`src/rtl/ssd1306_command_decoder.sv`:
```
// SSD1306 byte-stream decoder: applies the supported command subset and writes display bytes to the frame buffer.
// Writes appear 1 cycle after accept; Ready_o drops for the WRITE cycle (and the power-up sweep when SSD1306_CLEAR_EN is defined).
module ssd1306_command_decoder #(
    parameter int COLUMNS = 128,
    parameter int PAGES   = 12
) (
    input  logic        Clock,
    input  logic        Reset,
    input  logic [7:0]  Data_i,
    input  logic        DataCommand_i,
    input  logic        Valid_i,
    output logic        Ready_o,
    output logic [10:0] RamAddress_o,
    output logic [7:0]  RamData_o,
    output logic        RamWrite_o,
    output logic        DisplayOn_o,
    output logic        Invert_o,
    output logic [7:0]  Contrast_o
);

    localparam logic [3:0] MAX_PAGE = 4'(PAGES - 1);
    localparam logic [6:0] MAX_COL  = 7'(COLUMNS - 1);
    localparam logic [1:0] MODE_H   = 2'b00;
    localparam logic [1:0] MODE_V   = 2'b01;
    localparam logic [1:0] MODE_P   = 2'b10;

    typedef enum logic [2:0] {S_CMD, S_ARG1, S_ARG2, S_WRITE, S_CLEAR} state_t;

`ifdef SSD1306_CLEAR_EN
    localparam state_t     RST_STATE = S_CLEAR;
    localparam logic       RST_READY = 1'b0;
    localparam logic [10:0] CLR_LAST = 11'(PAGES * COLUMNS - 1);
    logic [10:0] clr_q, clr_d;
    logic        clr_done_q, clr_done_d;
`else
    localparam state_t     RST_STATE = S_CMD;
    localparam logic       RST_READY = 1'b1;
`endif

    state_t      state_q, state_d;
    logic [7:0]  cmd_q, cmd_d;
    logic [6:0]  arg_q, arg_d;
    logic [6:0]  col_q, col_d, col_start_q, col_start_d, col_end_q, col_end_d;
    logic [3:0]  page_q, page_d, page_start_q, page_start_d, page_end_q, page_end_d;
    logic [1:0]  mode_q, mode_d;
    logic        ready_q, ready_d, wr_q, wr_d, disp_q, disp_d, inv_q, inv_d;
    logic [10:0] addr_q, addr_d;
    logic [7:0]  wdat_q, wdat_d, contrast_q, contrast_d;
    logic        accept;
    logic [3:0]  data_page;

    function automatic logic [3:0] clamp_page(input logic [7:0] v);
        if (v > {4'd0, MAX_PAGE}) return MAX_PAGE;
        return v[3:0];
    endfunction

    assign accept    = Valid_i && ready_q;
    assign data_page = clamp_page(Data_i);

    always_ff @(posedge Clock or negedge Reset) begin
        if (!Reset) state_q <= RST_STATE;
        else        state_q <= state_d;
    end

    always_comb begin
        state_d = state_q;
        case (state_q)
            S_CMD: if (accept) begin
                if (DataCommand_i) state_d = S_WRITE;
                else if (Data_i == 8'h81 || Data_i == 8'h20 || Data_i == 8'h21 || Data_i == 8'h22)
                    state_d = S_ARG1;
            end
            S_ARG1: if (accept) begin
                if (DataCommand_i) state_d = S_WRITE;
                else if (cmd_q == 8'h21 || cmd_q == 8'h22) state_d = S_ARG2;
                else state_d = S_CMD;
            end
            S_ARG2: if (accept) state_d = DataCommand_i ? S_WRITE : S_CMD;
            S_WRITE: state_d = S_CMD;
`ifdef SSD1306_CLEAR_EN
            S_CLEAR: if (clr_done_q) state_d = S_CMD;
`endif
            default: state_d = S_CMD;
        endcase
    end

    always_comb begin
        cmd_d = cmd_q;         arg_d = arg_q;
        col_d = col_q;         page_d = page_q;
        col_start_d = col_start_q;   col_end_d = col_end_q;
        page_start_d = page_start_q; page_end_d = page_end_q;
        mode_d = mode_q;       disp_d = disp_q;   inv_d = inv_q;
        contrast_d = contrast_q;
        addr_d = addr_q;       wdat_d = wdat_q;   wr_d = 1'b0;
        ready_d = (state_d != S_WRITE) && (state_d != S_CLEAR);
`ifdef SSD1306_CLEAR_EN
        clr_d = clr_q;         clr_done_d = clr_done_q;
`endif
        case (state_q)
            S_CMD, S_ARG1, S_ARG2: if (accept) begin
                if (DataCommand_i) begin
                    wr_d   = 1'b1;
                    addr_d = {page_q, col_q};
                    wdat_d = Data_i;
                end else if (state_q == S_CMD) begin
                    cmd_d = Data_i;
                    casez (Data_i)
                        8'b0000_????: col_d[3:0] = Data_i[3:0];
                        8'b0001_0???: col_d[6:4] = Data_i[2:0];
                        8'b1011_????: page_d = clamp_page({4'd0, Data_i[3:0]});
                        8'hAE, 8'hAF: disp_d = Data_i[0];
                        8'hA6, 8'hA7: inv_d = Data_i[0];
                        default: ;
                    endcase
                end else if (state_q == S_ARG1) begin
                    case (cmd_q)
                        8'h81: contrast_d = Data_i;
                        8'h20: if (Data_i[1:0] != 2'b11) mode_d = Data_i[1:0];
                        8'h21: arg_d = Data_i[6:0];
                        8'h22: arg_d = {3'd0, data_page};
                        default: ;
                    endcase
                end else begin
                    // Second argument commits the whole window; ends below start snap to start.
                    if (cmd_q == 8'h21) begin
                        col_start_d = arg_q;
                        col_end_d   = (Data_i[6:0] < arg_q) ? arg_q : Data_i[6:0];
                        col_d       = arg_q;
                    end else if (cmd_q == 8'h22) begin
                        page_start_d = arg_q[3:0];
                        page_end_d   = (data_page < arg_q[3:0]) ? arg_q[3:0] : data_page;
                        page_d       = arg_q[3:0];
                    end
                end
            end
            S_WRITE: begin
                case (mode_q)
                    MODE_H: if (col_q == col_end_q) begin
                        col_d  = col_start_q;
                        page_d = (page_q == page_end_q) ? page_start_q : page_q + 4'd1;
                    end else col_d = col_q + 7'd1;
                    MODE_V: if (page_q == page_end_q) begin
                        page_d = page_start_q;
                        col_d  = (col_q == col_end_q) ? col_start_q : col_q + 7'd1;
                    end else page_d = page_q + 4'd1;
                    default: col_d = (col_q == col_end_q) ? col_start_q : col_q + 7'd1;
                endcase
            end
`ifdef SSD1306_CLEAR_EN
            S_CLEAR: if (!clr_done_q) begin
                wr_d   = 1'b1;
                addr_d = clr_q;
                wdat_d = 8'h00;
                clr_d  = clr_q + 11'd1;
                if (clr_q == CLR_LAST) clr_done_d = 1'b1;
            end
`endif
            default: ;
        endcase
    end

    always_ff @(posedge Clock or negedge Reset) begin
        if (!Reset) begin
            cmd_q <= 8'h00;        arg_q <= 7'd0;
            col_q <= 7'd0;         page_q <= 4'd0;
            col_start_q <= 7'd0;   col_end_q <= MAX_COL;
            page_start_q <= 4'd0;  page_end_q <= MAX_PAGE;
            mode_q <= MODE_P;      disp_q <= 1'b0;   inv_q <= 1'b0;
            contrast_q <= 8'h7F;
            addr_q <= 11'd0;       wdat_q <= 8'h00;  wr_q <= 1'b0;
            ready_q <= RST_READY;
`ifdef SSD1306_CLEAR_EN
            clr_q <= 11'd0;        clr_done_q <= 1'b0;
`endif
        end else begin
            cmd_q <= cmd_d;        arg_q <= arg_d;
            col_q <= col_d;        page_q <= page_d;
            col_start_q <= col_start_d;   col_end_q <= col_end_d;
            page_start_q <= page_start_d; page_end_q <= page_end_d;
            mode_q <= mode_d;      disp_q <= disp_d; inv_q <= inv_d;
            contrast_q <= contrast_d;
            addr_q <= addr_d;      wdat_q <= wdat_d; wr_q <= wr_d;
            ready_q <= ready_d;
`ifdef SSD1306_CLEAR_EN
            clr_q <= clr_d;        clr_done_q <= clr_done_d;
`endif
        end
    end

    assign Ready_o      = ready_q;
    assign RamAddress_o = addr_q;
    assign RamData_o    = wdat_q;
    assign RamWrite_o   = wr_q;
    assign DisplayOn_o  = disp_q;
    assign Invert_o     = inv_q;
    assign Contrast_o   = contrast_q;

endmodule

```
`config.mk`:
```
export PLATFORM = sky130hd
export DESIGN_NAME = ssd1306_command_decoder
export DESIGN_NICKNAME = d
export VERILOG_FILES = /design/src/rtl/ssd1306_command_decoder.sv
export SDC_FILE = /design/constraint.sdc
export NUM_CORES = 1
export LEC_CHECK = 0
export CAP_MARGIN = 20
export CORE_MARGIN = 4
export CORE_UTILIZATION = 30
export DETAILED_ROUTE_END_ITERATION = 7
export PLACE_DENSITY_LB_ADDON = 0.2
export SETUP_SLACK_MARGIN = 0.15
export SYNTH_ARGS = -nofsm -noshare
export SYNTH_HDL_FRONTEND = slang
export SYNTH_SLANG_ARGS = --single-unit
```
`constraint.sdc`:
```
create_clock -name Clock -period 3.3 [get_ports Clock]
set_clock_uncertainty 0.15 [all_clocks]
set_input_delay 0.66 -clock Clock [delete_from_list [all_inputs] [get_ports Clock]]
set_output_delay 0.66 -clock Clock [all_outputs]
set_load 0.03 [all_outputs]
```
==> out/metrics.cfg <==
[pwr]
power_frac_clock_pct = 31.0
ir_worst_vdd_uv = 202
p_int_w = 0.00207
p_sw_w = 0.000980
p_seq_share_pct = 44.3
power.density_mw_per_mm2 = 563
sw_frac_of_total_pct = 32.1
p_leak_nw = 2.42
p_comb_share_pct = 24.8

[setup_path]
critPathSlowestCell = a2111oi_4
cp_data_required_time_ns = 3.36
crit_arrival_ns = 2.86
worstSetupStartpointType = primary input
crit_type = primary input to register
critPathTopFamily = buffers and inverters
cp.depth = 8
endpoint_kind = register
max_stage_delay_ns = 0.60
crit_buf_inv = 2
reg2reg_depth = 6
worstPathCellList = clkdlybuf4s50_1 -> buf_4 -> nand3b_1 -> nor3b_1 -> nor2_1 -> a2111oi_4 -> mux2i_1 -> o21ai_0
path_max_fanout = 10

[detailed_routing]
drt-initial-drc-count = 203
viasPerCell = 5.01
ant_nets = 0
drt-total-wl_um = 12200
wl_per_cell_um = 17.7
drc = 0
firstDrtPassIters = 4
vias = 3444

[global_routing]
grt_pass1_vias = 3458
grt_pass1_wl_um = 19700
grt_max_degree = 80
grt_antenna_before_repair = 0
grt_overflow_total = 0
grt_usage_pct = 15.5

[clock_tree]
clockBufferDepth = 2
cts_htree_levels = 3
clock_latency_ns = 0.35
cts_tree = done
clkSinkCount = 84
post_cts_buffers = 0
clk_pin_slew_ns = 0.06
cts_made_buffers = 9
cts_root_buf = clkbuf_16
hold_buffers = 0
post_cts_resized = 0

[cells_and_area]
layout-drive-gt1-share_pct = 18.1
nets = 522
final_common_cell = nand2_1
final_cell_mix = nand2_1 (92), dfrtp_1 (65), clkdlybuf4s50_1 (41), mux2_2 (29), o21ai_0 (29)
diodes = 0
utilization_pct = 37.4
areaGrowthSynthToFinish_pct = 22.6

[synthesis]
mappedNetlistArea_mm2 = 0.00442
synth_cells = 449
synth.ff_latch_count = 84
synth_fp_nets = 472
async_flop_share_pct = 100
synth_top_area_share_pct = 36.8
synthDistinctLibCells = 56
ys_top_cells_by_area = dfrtp_1 (37%), dfstp_2 (11%), nand2_1 (7.8%), mux2_2 (7.4%), mux2i_1 (3.9%)
ys_seq_area_share_pct = 48.1
synth_edf_count = 0
syn_avg_cell_area_um2 = 9.84
yosys_warnings = 0
synthFlopType = dfrtp_1
synth_top_area_cell = dfrtp_1

[timing]
maxSlewHeadroom_pct = 51.0
max_freq_ghz = 0.357
period_share_pct = 84.9
drv_slew = 0
fin_crit_ns = 2.80
holdWs_ns = 0.0961
worstMarginPinSlew_ns = 0.729
rsz0062_at_grt = no
setup_viol = 0
timing.final.hold_violations = 0
setup_ws_ns = 0.499
fin_tns_setup_ns = 0

[floorplanning]
core_region_area_mm2 = 0.0145
die_area_mm2 = 0.0167
start_util_pct = 30.5
fp.dieW_um = 129
pin_count = 43
rows = 44
die_y_um = 129

[placed_design]
numPortBuffers = 42
place_ws_ns = 0.155
place_congestion = 0.880
dp_hpwl_um = 8790

[run_status]
status = finished, final reports clean

[worst_hold_path]
min_path_type = primary input to async pin

[job]
drv_cap = 0

==> kinds of logic after synthesis <==
| group | share of synthesized area, % |
|---|---|
| other cells | 0.0849 |
| mux | 11.2 |
| compound gates | 12.0 |
| simple gates | 18.4 |
| buf+inv | 3.09 |
| fa+ha+maj | 3.11 |
| xor+xnor | 3.96 |
| flops | 48.1 |
==> metal layers <==
metal | global-route usage [%] | wire (µm) | vias to the layer above
li1 | - | - | 1659
met1 | 22.4 | 6190 | 1709
met2 | 22.8 | 5370 | 52
met3 | 2.80 | 338 | 24
met4 | 6.73 | 293 | 0
met5 | 0 | 0 | -
==> worst reg2reg max path: cells and delay by family (launching register included) <==
family	cells	cell delay (ns)
simple gates	1	0.47
mux	1	0.26
flops	1	0.49
compound gates	3	0.91
xor+xnor	1	0.19
==> registers in the layout, summed over array words and instances, names as in the netlist, 4 cells and up <==
name          count
arg_q             7
Contrast_o        8
col_end_q         7
col_q             7
page_end_q        4
RamData_o         8
cmd_q             8
col_start_q       7
RamAddress_o     11
page_start_q      4
page_q            4
==> synthesized netlist by cell type, types with 3 or more instances <==
master and instances:
and3_1 3, xnor2_1 9, o21ai_0 29, a22oi_1 3
nor2_1 24, nand3_1 13, nor4_1 5, o211ai_1 5
nand2b_1 5, xor2_1 11, buf_2 4, o21a_1 3
clkbuf_1 17, ha_1 11, mux2i_1 17, nor4b_1 3
nand4_1 4, nor3_1 4, a21oi_1 24, nand2_1 92
mux2_2 29, dfrtp_1 65, dfstp_2 19, inv_1 11
a211oi_1 3
==> metrics by stage <==
| stage | power [W] | cell area (µm²) | instances |
|---|---|---|---|
| after global placement | 0.00211 | 5120 | 671 |
| after CTS | 0.00309 | 5390 | 686 |
| after detailed placement | 0.00213 | 5120 | 671 |
| final | 0.00305 | 5420 | 687 |
| after global routing | 0.00323 | 5420 | 687 |
| after floorplan | 0.00182 | 4420 | 449 |
==> power groups by stage <==
stage	Sequential [W]	Clock (W)	Combinational [W]
final	0.00135	0.000945	0.000756
after global routing	0.00138	0.00102	0.000826
after CTS	0.00135	0.000980	0.000759
after detailed placement	0.00137	0	0.000754
after global placement	0.00136	0	0.000745
after floorplan	0.00143	0	0.000387
==> cell type report <==
class | instances | area [µm²]
timing repair buffer | 62 | 588
inverter | 12 | 45.0
fill | 1471 | 9060
tap | 184 | 230
clock inverter | 1 | 7.51
clock buffer | 14 | 264
multi-input combinational | 330 | 2160
sequential | 84 | 2130
==> worst paths after layout <==
check / from / end / slack [ns]
worst min-delay path: Reset / state_q[1] / 0.1
worst max-delay path: Data_i[5] / page_q[0] / 0.50
min in group Clock: RamAddress_o[5] / RamAddress_o[5] / 0.32
worst min register to register: RamAddress_o[5] / RamAddress_o[5] / 0.32
max in group asynchronous: Reset / col_end_q[1] / 2.09
worst max register to register: col_q[0] / page_q[0] / 0.71
No activity file was read; power rests on OpenSTA's default activity.
